**src/rtl/wptr_full_ctrl.sv**
```systemverilog
// Write-domain pointer and status controller for the async FIFO.
// Owns the binary/Gray write pointer and drives the RAM write address.
// Brings the read-side Gray pointer across through a flop chain.
// Produces registered full, almost-full and fill level, plus a sticky
// overflow flag.
module wptr_full_ctrl #(
    parameter int ADDR_SIZE    = 4,
    parameter int SYNC_STAGES  = 2,
    parameter int AFULL_THRESH = 12
) (
    input  logic                 w_clk,
    input  logic                 w_rst,
    input  logic                 w_en,
    input  logic [ADDR_SIZE:0]   r_ptr_gray,
    input  logic                 w_ovf_clr,
    output logic [ADDR_SIZE-1:0] w_addr,
    output logic                 w_wr,
    output logic [ADDR_SIZE:0]   w_ptr_gray,
    output logic                 w_full,
    output logic                 w_afull,
    output logic [ADDR_SIZE:0]   w_level,
    output logic                 w_overflow
);

    localparam int PW = ADDR_SIZE + 1;
    localparam logic [ADDR_SIZE:0] AFULL_LVL = PW'(AFULL_THRESH);

    logic [ADDR_SIZE:0] w_ptr_bin;
    logic [ADDR_SIZE:0] w_ptr_bin_next;
    logic [ADDR_SIZE:0] w_ptr_gray_next;
    logic [ADDR_SIZE:0] rq_gray;
    logic [ADDR_SIZE:0] rq_bin;
    logic [ADDR_SIZE:0] full_pattern;
    logic [ADDR_SIZE:0] level_next;
    logic [ADDR_SIZE:0] sync_q [SYNC_STAGES];
    logic               wr;

    // A write is accepted only while not full; the strobe is held low in reset.
    assign wr     = w_en & ~w_full;
    assign w_wr   = wr & w_rst;
    assign w_addr = w_ptr_bin[ADDR_SIZE-1:0];

    assign rq_gray = sync_q[SYNC_STAGES-1];

    // Read pointer synchroniser: a bare flop chain, nothing between stages.
    always_ff @(posedge w_clk or negedge w_rst) begin
        if (!w_rst) begin
            // NOTE: the synchroniser array is real state that the full and
            // level compares depend on, so every stage is reset, not just the
            // first; an unreset stage would make full/level garbage after reset.
            for (int i = 0; i < SYNC_STAGES; i++) begin
                sync_q[i] <= '0;
            end
        end else begin
            // NOTE: non-blocking assignments let each stage capture the previous
            // stage's old value; blocking here would collapse the chain to one flop.
            sync_q[0] <= r_ptr_gray;
            for (int i = 1; i < SYNC_STAGES; i++) begin
                sync_q[i] <= sync_q[i-1];
            end
        end
    end

    // Gray-to-binary of the synchronised read pointer: bit i is the XOR of
    // all Gray bits from i upward.
    always_comb begin
        // NOTE: default every output of a combinational block first so no
        // path can leave a bit unassigned and infer a latch.
        rq_bin = '0;
        for (int i = 0; i <= ADDR_SIZE; i++) begin
            rq_bin[i] = ^(rq_gray >> i);
        end
    end

    // Next-state pointer, full pattern and look-ahead level.
    always_comb begin
        w_ptr_bin_next  = w_ptr_bin + {{ADDR_SIZE{1'b0}}, wr};
        w_ptr_gray_next = w_ptr_bin_next ^ (w_ptr_bin_next >> 1);
        // Full: the write pointer sits one lap ahead of the read pointer,
        // which in Gray code flips the top two bits and keeps the rest.
        full_pattern    = {~rq_gray[ADDR_SIZE:ADDR_SIZE-1], rq_gray[ADDR_SIZE-2:0]};
        level_next      = w_ptr_bin_next - rq_bin;
    end

    // Pointer and status registers, all updated from the look-ahead values.
    always_ff @(posedge w_clk or negedge w_rst) begin
        if (!w_rst) begin
            w_ptr_bin  <= '0;
            w_ptr_gray <= '0;
            w_full     <= 1'b0;
            w_afull    <= 1'b0;
            w_level    <= '0;
        end else begin
            w_ptr_bin  <= w_ptr_bin_next;
            w_ptr_gray <= w_ptr_gray_next;
            w_full     <= (w_ptr_gray_next == full_pattern);
            w_afull    <= (level_next >= AFULL_LVL);
            w_level    <= level_next;
        end
    end

    // Sticky overflow: a write attempted while full sets it; set beats clear.
    always_ff @(posedge w_clk or negedge w_rst) begin
        if (!w_rst) begin
            w_overflow <= 1'b0;
        end else begin
            w_overflow <= (w_en & w_full) | (w_overflow & ~w_ovf_clr);
        end
    end

endmodule
```
**config.mk**
```make
export PLATFORM = sky130hd
export DESIGN_NAME = wptr_full_ctrl
export DESIGN_NICKNAME = d
export VERILOG_FILES = /design/src/rtl/wptr_full_ctrl.sv
export SDC_FILE = /design/constraint.sdc
export NUM_CORES = 1
export LEC_CHECK = 0
export ABC_AREA = 1
export BUFFER_PORTS_ARGS = -buffer_cell sky130_fd_sc_hd__buf_4
export CAP_MARGIN = 25
export CORE_MARGIN = 2
export CORE_UTILIZATION = 47
export CTS_CLUSTER_DIAMETER = 50
export DETAILED_ROUTE_END_ITERATION = 16
export PLACE_DENSITY = 0.72
export SYNTH_ARGS = -nofsm -noshare
export SYNTH_HDL_FRONTEND = slang
export SYNTH_SLANG_ARGS = --single-unit
```
**constraint.sdc**
```tcl
create_clock -name w_clk -period 1.8 [get_ports w_clk]
set_input_delay 0.36 -clock w_clk [delete_from_list [all_inputs] [get_ports w_clk]]
set_output_delay 0.36 -clock w_clk [all_outputs]
set_load 0.05 [all_outputs]
```
# After elaboration in Yosys (flattened, before gate mapping)
# Index checks and enable logic that the tools add are counted.
# totals
elab_cells	26
regBits	28
in_bits	9
out_inout_bits	18
# op_classes
n_reduce_logical	5
eq_ne	1
bitwise	9
add_sub_neg	2
order_cmp	1
# ops
op	count
XOR reduction 5 bit	5
adder 5 x 1 -> 5 bit	1
== test 5 bit	1
>= comparator 5 x 4 -> 1 bit (second input constant)	1
subtractor 5 bit	1
XOR 5 x 4 -> 5 bit	1
bitwise AND 1 bit	4
inverter 1 bit	2
inverter 2 bit	1
OR 1 bit	1

# Depth between registers and ports, before layout
# Gate-level depths: netlist (run 1).
# logic_depth
ltp_word	5
depth_mapped	16
ltp_nobuf	16

# Worst setup path after synthesis (run 1)
# OpenSTA, ideal clock, no wires.
# synth_path
path_type	register to register
from	register w_full
to	register w_level[3]
synth_period_minus_slack_ns	2.306
setup_time_ns	0.119
slack_ns	-0.506
required_ns	1.681
path_buffers	0
path_stages_with_launch	15
arrival_ns	2.187
cell_sequence	dfrtp_1 nor2_1 ha_1 ha_1 inv_1 nand2_1 nand2_1 inv_2 ha_1 inv_1 nor2_1 nand3_1 nand2_1 nand2_1 and2_1
# synth_via
elab_chain_len	4
# synth_rtl
item	line	rtl
start: declaration	19	output logic w_full,
start signal: assignment	96	w_full <= (w_ptr_gray_next == full_pattern);
inverter 1 bit	39	assign wr = w_en & ~w_full;
bitwise AND 1 bit	39	
adder 5 x 1 -> 5 bit	77	w_ptr_bin_next = w_ptr_bin + {{ADDR_SIZE{1'b0}}, wr};
net w_ptr_bin_next[2]	29	logic [ADDR_SIZE:0] w_ptr_bin_next;
subtractor 5 bit	82	level_next = w_ptr_bin_next - rq_bin;
net level_next[3]	34	logic [ADDR_SIZE:0] level_next;
end signal: assignment	98	w_level <= level_next;
end: declaration	21	output logic [ADDR_SIZE:0] w_level,
# The timed path passes the listed nets, and every way through them passes these cells.

# Final worst setup path (run 1)
# Same ends and word-level chain as after synthesis.

==> impl_metrics.yaml, run 1 <==
logic_synthesis:
  syn_area_per_cell_um2: 9.46
  synth_nets: 143
  synth_area_um2: 1210
  yosys_warnings: 0
  yosys_register_bits: 27
  seq_area_frac_synth: 0.558
  synth.distinct_cells: 19
  synthCells: 128
floorplan:
  core-area_um2: 2450
  initial_utilization: 0.493
  rows: 18
  chipHeight_um: 54.8
  dieArea_um2: 3000
  die_x_um: 54.8
  io_pins: 27
place:
  dp_hpwl_um: 1770
  gp_congestion: 0.811
  io_buffers: 26
  place_ws_ns: -0.239
  post-place-cells: 202
drt:
  wl_per_cell_um: 12.8
  vias_per_cell: 4.71
  dr_total_vias: 1017
  route.detailed.drc: 0
  routed_wl_um: 2760
  ant_nets: 0
  drt-pass1-iter-count: 4
  drt_iter0_markers: 10
worst_setup_path:
  worstSetupPathType: "register to register"
  regToRegSetupSlack_ns: -0.14
  crit_arrival_ns: 2.16
  start_kind: "register"
  crit_required_ns: 2.03
  path_max_fanout: 3
  critPathCaptureType: "register"
global_routing:
  grt_max_degree: 28
  grt_pass1_wl_um: 4160
  grt_overflow: 0
  track_usage: 0.202
  grt_pass1_vias: 1001
  antenna_found_initial: 0
status:
  outcome: "complete, but fails checks"
  violations: "setup timing"
timing:
  fin_crit_ns: 1.94
  final_hold_viol_count: 0
  fin_skew_ns: 0.00556
  slew_viol_final: 0
  timing.slew.headroom: 0.765
  fmax_mhz: 517
  min_period_over_period: 1.08
  rsz0062_at_grt: "yes"
  setup_viol: 5
  layout_setup_ws_ns: -0.136
  worst_pin_slew_ns: 0.352
  hold_slack_ns: 0.0201
clock_tree:
  clk_latency_ns: 0.32
  cts_tree: "done"
  cts_buffers: 3
  root_buffer: "clkbuf_4"
  clockBufferDepth: 2
  htree_levels: 1
  cts.reportedPaths.clkPinSlew_ns: 0.14
  cts_sinks: 27
cells_and_area:
  nets: 202
  antenna_cells: 0
  syn_to_final_growth_pct: 53.6
  stdcell_count: 216
  drive_above_1_share: 0.538
hold_path:
  worstHoldPathType: "input port to async pin"
job:
  max-cap-violations: 0
worst paths after layout:
path | startpoint | end | depth (start not counted)
worst max-delay path | w_full$_DFF_PN0_ | w_level[3]$_DFF_PN0_ | 13
worst min-delay path | w_rst | sync_q[5]$_DFF_PN0_ | 2
worst max register to register | w_full$_DFF_PN0_ | w_level[3]$_DFF_PN0_ | 13
worst min register to register | sync_q[8]$_DFF_PN0_ | rq_gray[3]$_DFF_PN0_ | 0
max in group asynchronous | w_rst | w_full$_DFF_PN0_ | 2
min in group w_clk | r_ptr_gray[3] | sync_q[8]$_DFF_PN0_ | 1
layout make-up:
cell class	count	area [um2]
clock inverter	1	5.00
timing repair buffer	54	409
fill	157	594
inverter	22	82.6
tap	30	37.5
multi-input combinational	79	626
clock buffer	3	22.5
sequential	27	678
cell usage in the layout, fill, tap and decap left out, types with 3 or more instances in the layout:
cell type,n
nand3_1,6
xor2_2,5
nand2_2,11
nand2_1,29
nand3_2,3
dfrtp_1,25
inv_2,9
ha_4,4
clkbuf_4,3
xor2_1,4
buf_4,53
inv_1,13
cells by family (layout without fill, tap and decap cells):
family | count (synthesis) | in the layout | synth area share
flip-flops | 27 | 27 | 0.558
adder cells (fa/ha/maj) | 6 | 6 | 0.0620
buffers and inverters | 22 | 80 | 0.0682
AND/OR/NAND/NOR | 59 | 59 | 0.210
XOR/XNOR | 12 | 12 | 0.0930
AO/OA/AOI/OAI | 2 | 2 | 0.00930
metrics by stage:
stage	instance area, um2	utilization	setup TNS, ns
2_1_floorplan	1260	-	-0.509
3_3_place_gp	1630	0.663	-0.656
3_5_place_dp	1630	0.663	-0.832
4_1_cts	1800	0.733	-0.281
5_1_grt	1860	0.758	-1.08
6_report	1860	0.758	-0.508
repair_timing:
| action | in CTS | in global routing |
|---|---|---|
| endpoints found under the setup margin | 5 | 5 |
| pin swaps | 9 | 8 |
| setup buffers | 7 | 3 |
| gates resized for setup | 20 | 13 |
| hold endpoints to repair | 0 | 0 |
| hold buffers | 0 | 0 |
synth_stat cells:
library cell,count,area [um2]
nand2_1,40,150
dfrtp_1,27,676
xor2_1,9,78.8
nand3_2,1,10.0
nor3_1,1,5.00
a21oi_1,1,5.00
xnor2_2,1,16.3
inv_2,1,3.75
nor2_1,3,11.3
and2_1,1,6.26
nand3b_1,1,7.51
and3_1,1,6.26
xnor2_1,2,17.5
nand4_1,1,6.26
nand3_1,9,45.0
nand2_2,1,6.26
ha_1,6,75.1
o22ai_1,1,6.26
inv_1,21,78.8
state kept, by name (all words and copies together), names as in the netlist:
register    flops
sync_q          5
rq_gray         5
w_ptr_bin       5
w_ptr_gray      4
w_overflow      1
w_afull         1
w_full          1
w_level         5
per-layer routing:
| metal | track usage | vias up | part of all wire |
|---|---|---|---|
| met5 | 0 | - | 0 |
| met3 | 0.0328 | 5 | 0.030 |
| met2 | 0.375 | 24 | 0.56 |
| met1 | 0.228 | 486 | 0.39 |
| met4 | 0.0792 | 0 | 0.015 |
| li1 | - | 502 | - |
worst max-delay path: stages (launching register included):
cell and delay, ns:
dfrtp_2 0.44, nor2_2 0.08, ha_2 0.21, ha_4 0.15, nand2_2 0.06, nand2_2 0.08, inv_2 0.05, ha_4 0.28
nand3_1 0.11, nand2_2 0.09, inv_2 0.04, nand2_1 0.06, nand2_1 0.07, and2_1 0.13
Power of run 1 is left out: the tool's default activity adds up to more than one toggle a clock period on the data nets, which glitch-free logic cannot reach.
==> run 2: changes to the inputs <==
Settings changed: ABC_AREA 1 to default, CORE_UTILIZATION 47 to 46, PLACE_DENSITY 0.72 to 0.71.
==> impl_metrics.yaml, run 2 <==
clock_tree:
  cts_sinks: 27
  cts.reportedPaths.clkPinSlew_ns: 0.14
  root_buffer: "clkbuf_4"
  ctsHoldBuffers: 0
  clk_latency_ns: 0.33
  cts_buffers: 3
  cts_tree: "done"
  clockBufferDepth: 2
  htree_levels: 1
global_routing:
  grt_pass1_wl_um: 4040
  grt_max_degree: 28
  grt_overflow: 0
  track_usage: 0.207
  grt_pass1_vias: 885
  antenna_found_initial: 0
worst_setup_path:
  crit_arrival_ns: 2.50
  path_buf_inv: 1
  critPathCaptureType: "register"
  regToRegSetupSlack_ns: -0.46
  cp-endpoint: "w_afull$_DFF_PN0_"
  worstSetupPathType: "register to register"
  crit_slowest_cell: "dfrtp_1"
  crit_top_cell: "xnor2_2"
  cp_top_family: "compound AO/OA/AOI/OAI gates"
  regToRegEndpoint: "w_afull$_DFF_PN0_"
  start_kind: "register"
  crit_required_ns: 2.04
  cpPeakStageDelay_ns: 0.43
  r2r_cells: 11
  startpoint: "rq_gray[3]$_DFF_PN0_"
  path_max_fanout: 2
  rr_startpoint: "rq_gray[3]$_DFF_PN0_"
  path_depth: 11
  worstPathCellList: "xnor2_2, xnor2_2, xnor2_1, ha_2, inv_2, ha_4, a21o_1, a31o_1, a21oi_2, xnor2_2, a31o_1"
timing:
  fmax_mhz: 443
  fin_skew_ns: 0.00249
  fin_crit_ns: 2.26
  layout_setup_ws_ns: -0.455
  hold_slack_ns: 0.00586
  setup_tns_ns: -1.39
  worst_pin_slew_ns: 0.427
  slew_viol_final: 0
  min_period_over_period: 1.25
  timing.slew.headroom: 0.714
  rsz0062_at_grt: "yes"
  setup_viol: 5
  final_hold_viol_count: 0
job:
  max-cap-violations: 0
logic_synthesis:
  synth_nets: 103
  ys_async_sr_fraction: 1.00
  syn_area_per_cell_um2: 13.1
  yosysMostFrequentCell: "dfrtp_1"
  synth_top_area_cell: "dfrtp_1"
  synth_top_flop_cell: "dfrtp_1"
  seq_area_frac_synth: 0.587
  yosys_register_bits: 27
  synth_edf_count: 0
  synth_common_cells: "dfrtp_1, xnor2_1, xor2_1, ha_1, inv_1"
  netlist.area_leader.share: 0.587
  ys_top_cells_by_area: "dfrtp_1, xnor2_1, ha_1, xnor2_2, xor2_1"
  yosys_warnings: 0
  synth_area_um2: 1150
  synth.distinct_cells: 24
  synthCells: 88
floorplan:
  rows: 18
  initial_utilization: 0.473
  core-area_um2: 2430
  chipHeight_um: 54.0
  die_x_um: 54.0
  io_pins: 27
  dieArea_um2: 2920
drt:
  met1_length_um: 917
  routed_wl_um: 2490
  wl_per_cell_um: 14.1
  dr_total_vias: 848
  route.detailed.drc: 0
  wl_met2_um: 1430
  drt_iter0_markers: 7
  drt-pass1-iter-count: 4
  vias_per_cell: 4.79
  ant_nets: 0
  maxUsedRoutingLayer: "met4"
  wl_met3_um: 79
cells_and_area:
  final_common_cell: "buf_4"
  mostFrequentLayoutCells: "buf_4, dfrtp_1, xnor2_1, xor2_1"
  antenna_cells: 0
  nFillCells: 170
  nets: 163
  postLayoutCoreUtil: 0.744
  syn_to_final_growth_pct: 57.3
  drive_above_1_share: 0.585
  stdcell_count: 177
place:
  gp_congestion: 0.874
  io_buffers: 26
  dp_hpwl_um: 1790
  post-place-cells: 169
status:
  outcome: "complete, but fails checks"
  violations: "setup timing"
hold_path:
  worstHoldPathType: "input port to async pin"
==> run 2: worst min path at each step <==
| stage | startpoint | end | slack [ns] | depth (start not counted) |
|---|---|---|---|---|
| floorplan | w_rst | rq_gray[0]$_DFF_PN0_ | 0.06 | 0 |
| global placement | sync_q[5]$_DFF_PN0_ | rq_gray[0]$_DFF_PN0_ | 0.33 | 0 |
| detailed placement | sync_q[6]$_DFF_PN0_ | rq_gray[1]$_DFF_PN0_ | 0.34 | 0 |
| CTS | w_rst | w_level[0]$_DFF_PN0_ | 0.01 | 2 |
| global route | w_rst | w_level[0]$_DFF_PN0_ | 0.01 | 2 |
| finish | w_rst | w_level[0]$_DFF_PN0_ | 0.006 | 2 |
==> run 2: kinds of logic (layout without fill, tap and decap cells) <==
kind of cell,Yosys count,count (layout),synth area share
DFF,27,27,0.587
xor gates and xnor gates,21,21,0.186
AOI/OAI and AO/OA,13,13,0.0783
and+or+nand+nor,13,13,0.0576
buffers and inverters,8,67,0.0261
adders and majority gates,6,6,0.0652
==> run 2: per-stage QoR <==
step                cell area (um2)  worst slack, ns
finish                         1810           -0.455
global placement               1620           -0.689
floorplan                      1210           -0.696
global route                   1810           -0.590
detailed placement             1620           -0.646
CTS                            1790           -0.461
==> run 2: cell type report <==
cell class                 instances  area [um2]  area share
clock buffer                       3        22.5      0.0124
clock inverter                     1        7.51     0.00415
inverter                           6        22.5      0.0124
multi-input combinational         53         611       0.337
sequential                        27         678       0.375
tap                               30        37.5      0.0207
timing repair buffer              57         432       0.238
==> run 2: timing repair <==
item                                    4_1_cts  5_1_grt
pin swaps                                     9        7
endpoints found under the setup margin        5        5
setup buffers                                 3        1
gates resized for setup                      22        2
==> run 2: routing by layer <==
metal,GRT usage,up-vias
li1,-,408
met1,0.220,415
met2,0.396,18
met3,0.0361,7
met4,0.0875,0
met5,0,-
==> run 2: worst reg2reg max path: cells and delay by family, from the launching register on <==
kind / cells / cell delay [ns]
DFF: 1 / 0.43
xor gates and xnor gates: 4 / 0.64
AOI/OAI and AO/OA: 4 / 0.69
adders and majority gates: 2 / 0.36
buffers and inverters: 1 / 0.04
Power of run 2 is left out for the same reason.
==> run 3: changes to the inputs <==
Settings changed: CAP_MARGIN 25 to 30, REMOVE_ABC_BUFFERS from default to 1.
==> impl_metrics.yaml, run 3 (synthesized netlist as in run 2, its figures left out) <==
timing:
  min_period_over_period: 1.28
  setup_viol: 5
  slew_viol_final: 0
  fin_crit_ns: 2.31
  final_hold_viol_count: 0
  rsz0062_at_grt: "yes"
  worst_pin_slew_ns: 0.336
  fin_skew_ns: 0.00332
  fmax_mhz: 434
  timing.slew.headroom: 0.775
  hold_slack_ns: 0.0290
  layout_setup_ws_ns: -0.506
worst_setup_path:
  regToRegSetupSlack_ns: -0.51
  worstPathCellList: "nor2b_2, ha_2, ha_4, xnor2_4, inv_2, ha_4, a21o_1, a31o_1, a21oi_2, xnor2_1, a31o_1"
  start_kind: "register"
  cpPeakStageDelay_ns: 0.43
  critPathCaptureType: "register"
  crit_required_ns: 2.01
  worstSetupPathType: "register to register"
  cp_top_family: "compound AO/OA/AOI/OAI gates"
  crit_arrival_ns: 2.52
  rr_startpoint: "w_full$_DFF_PN0_"
  startpoint: "w_full$_DFF_PN0_"
  crit_slowest_cell: "dfrtp_1"
  path_max_fanout: 2
  path_buf_inv: 1
floorplan:
  io_pins: 27
  die_x_um: 54.0
  core-area_um2: 2430
  rows: 18
  dieArea_um2: 2920
  initial_utilization: 0.473
  chipHeight_um: 54.0
clock_tree:
  root_buffer: "clkbuf_4"
  cts_tree: "done"
  ctsHoldBuffers: 0
  cts_sinks: 27
  clockBufferDepth: 2
  htree_levels: 1
  clk_latency_ns: 0.31
  cts.reportedPaths.clkPinSlew_ns: 0.13
  cts_buffers: 3
global_routing:
  grt_pass1_wl_um: 4120
  grt_overflow: 0
  grt_max_degree: 28
  track_usage: 0.209
  grt_pass1_vias: 904
  antenna_found_initial: 0
place:
  dp_hpwl_um: 1720
  gp_congestion: 0.820
  io_buffers: 26
  place_ws_ns: -0.798
drt:
  drt_iter0_markers: 12
  drt-pass1-iter-count: 4
  routed_wl_um: 2770
  route.detailed.drc: 0
  dr_total_vias: 883
  ant_nets: 0
  wl_per_cell_um: 15.4
  vias_per_cell: 4.91
cells_and_area:
  antenna_cells: 0
  syn_to_final_growth_pct: 57.1
  mostFrequentLayoutCells: "buf_4, dfrtp_1, xnor2_1, xor2_1"
  nets: 166
  drive_above_1_share: 0.560
  final_common_cell: "buf_4"
status:
  violations: "setup timing"
  outcome: "complete, but fails checks"
job:
  max-cap-violations: 0
hold_path:
  worstHoldPathType: "input port to async pin"
-- run 3: layer usage --
layer,vias up,part of all wire,GRT usage
met5,-,0,0
met4,0,0.0043,0.0917
met3,2,0.040,0.0278
met2,31,0.57,0.390
met1,438,0.39,0.234
li1,412,-,-
-- run 3: layout make-up --
type | instances | area, um2
multi-input cells | 53 | 576
repair buffers | 60 | 470
inverters | 6 | 22.5
well taps | 30 | 37.5
clock buffers | 4 | 26.3
fillers | 154 | 624
flip-flops and latches | 27 | 676
-- run 3: worst paths after layout --
kind,endpoint,cells past startpoint
max in group asynchronous,rq_gray[1]$_DFF_PN0_,2
min,w_full$_DFF_PN0_,2
min reg2reg,rq_gray[0]$_DFF_PN0_,0
min in group w_clk,sync_q[9]$_DFF_PN0_,1
max,w_afull$_DFF_PN0_,11
max reg2reg,w_afull$_DFF_PN0_,11
-- run 3: repair_timing --
action / in CTS / in global routing
endpoints found under the hold margin: 0 / 0
gates resized for setup: 22 / 4
gates cloned: 0 / 0
pin swaps: 16 / 3
setup endpoints to repair: 5 / 6
setup buffers: 2 / 3
-- run 3: metrics by stage --
| stage | setup TNS [ns] | instance area, um2 | util | instances |
|---|---|---|---|---|
| after floorplan | -3.43 | 1140 | - | 86 |
| after global placement | -2.72 | 1590 | 0.655 | 171 |
| after detailed placement | -3.40 | 1590 | 0.655 | 171 |
| after CTS | -1.67 | 1750 | 0.718 | 177 |
| after global routing | -2.47 | 1810 | 0.743 | 180 |
| final | -2.00 | 1810 | 0.743 | 180 |
Power of run 3 is left out for the same reason.
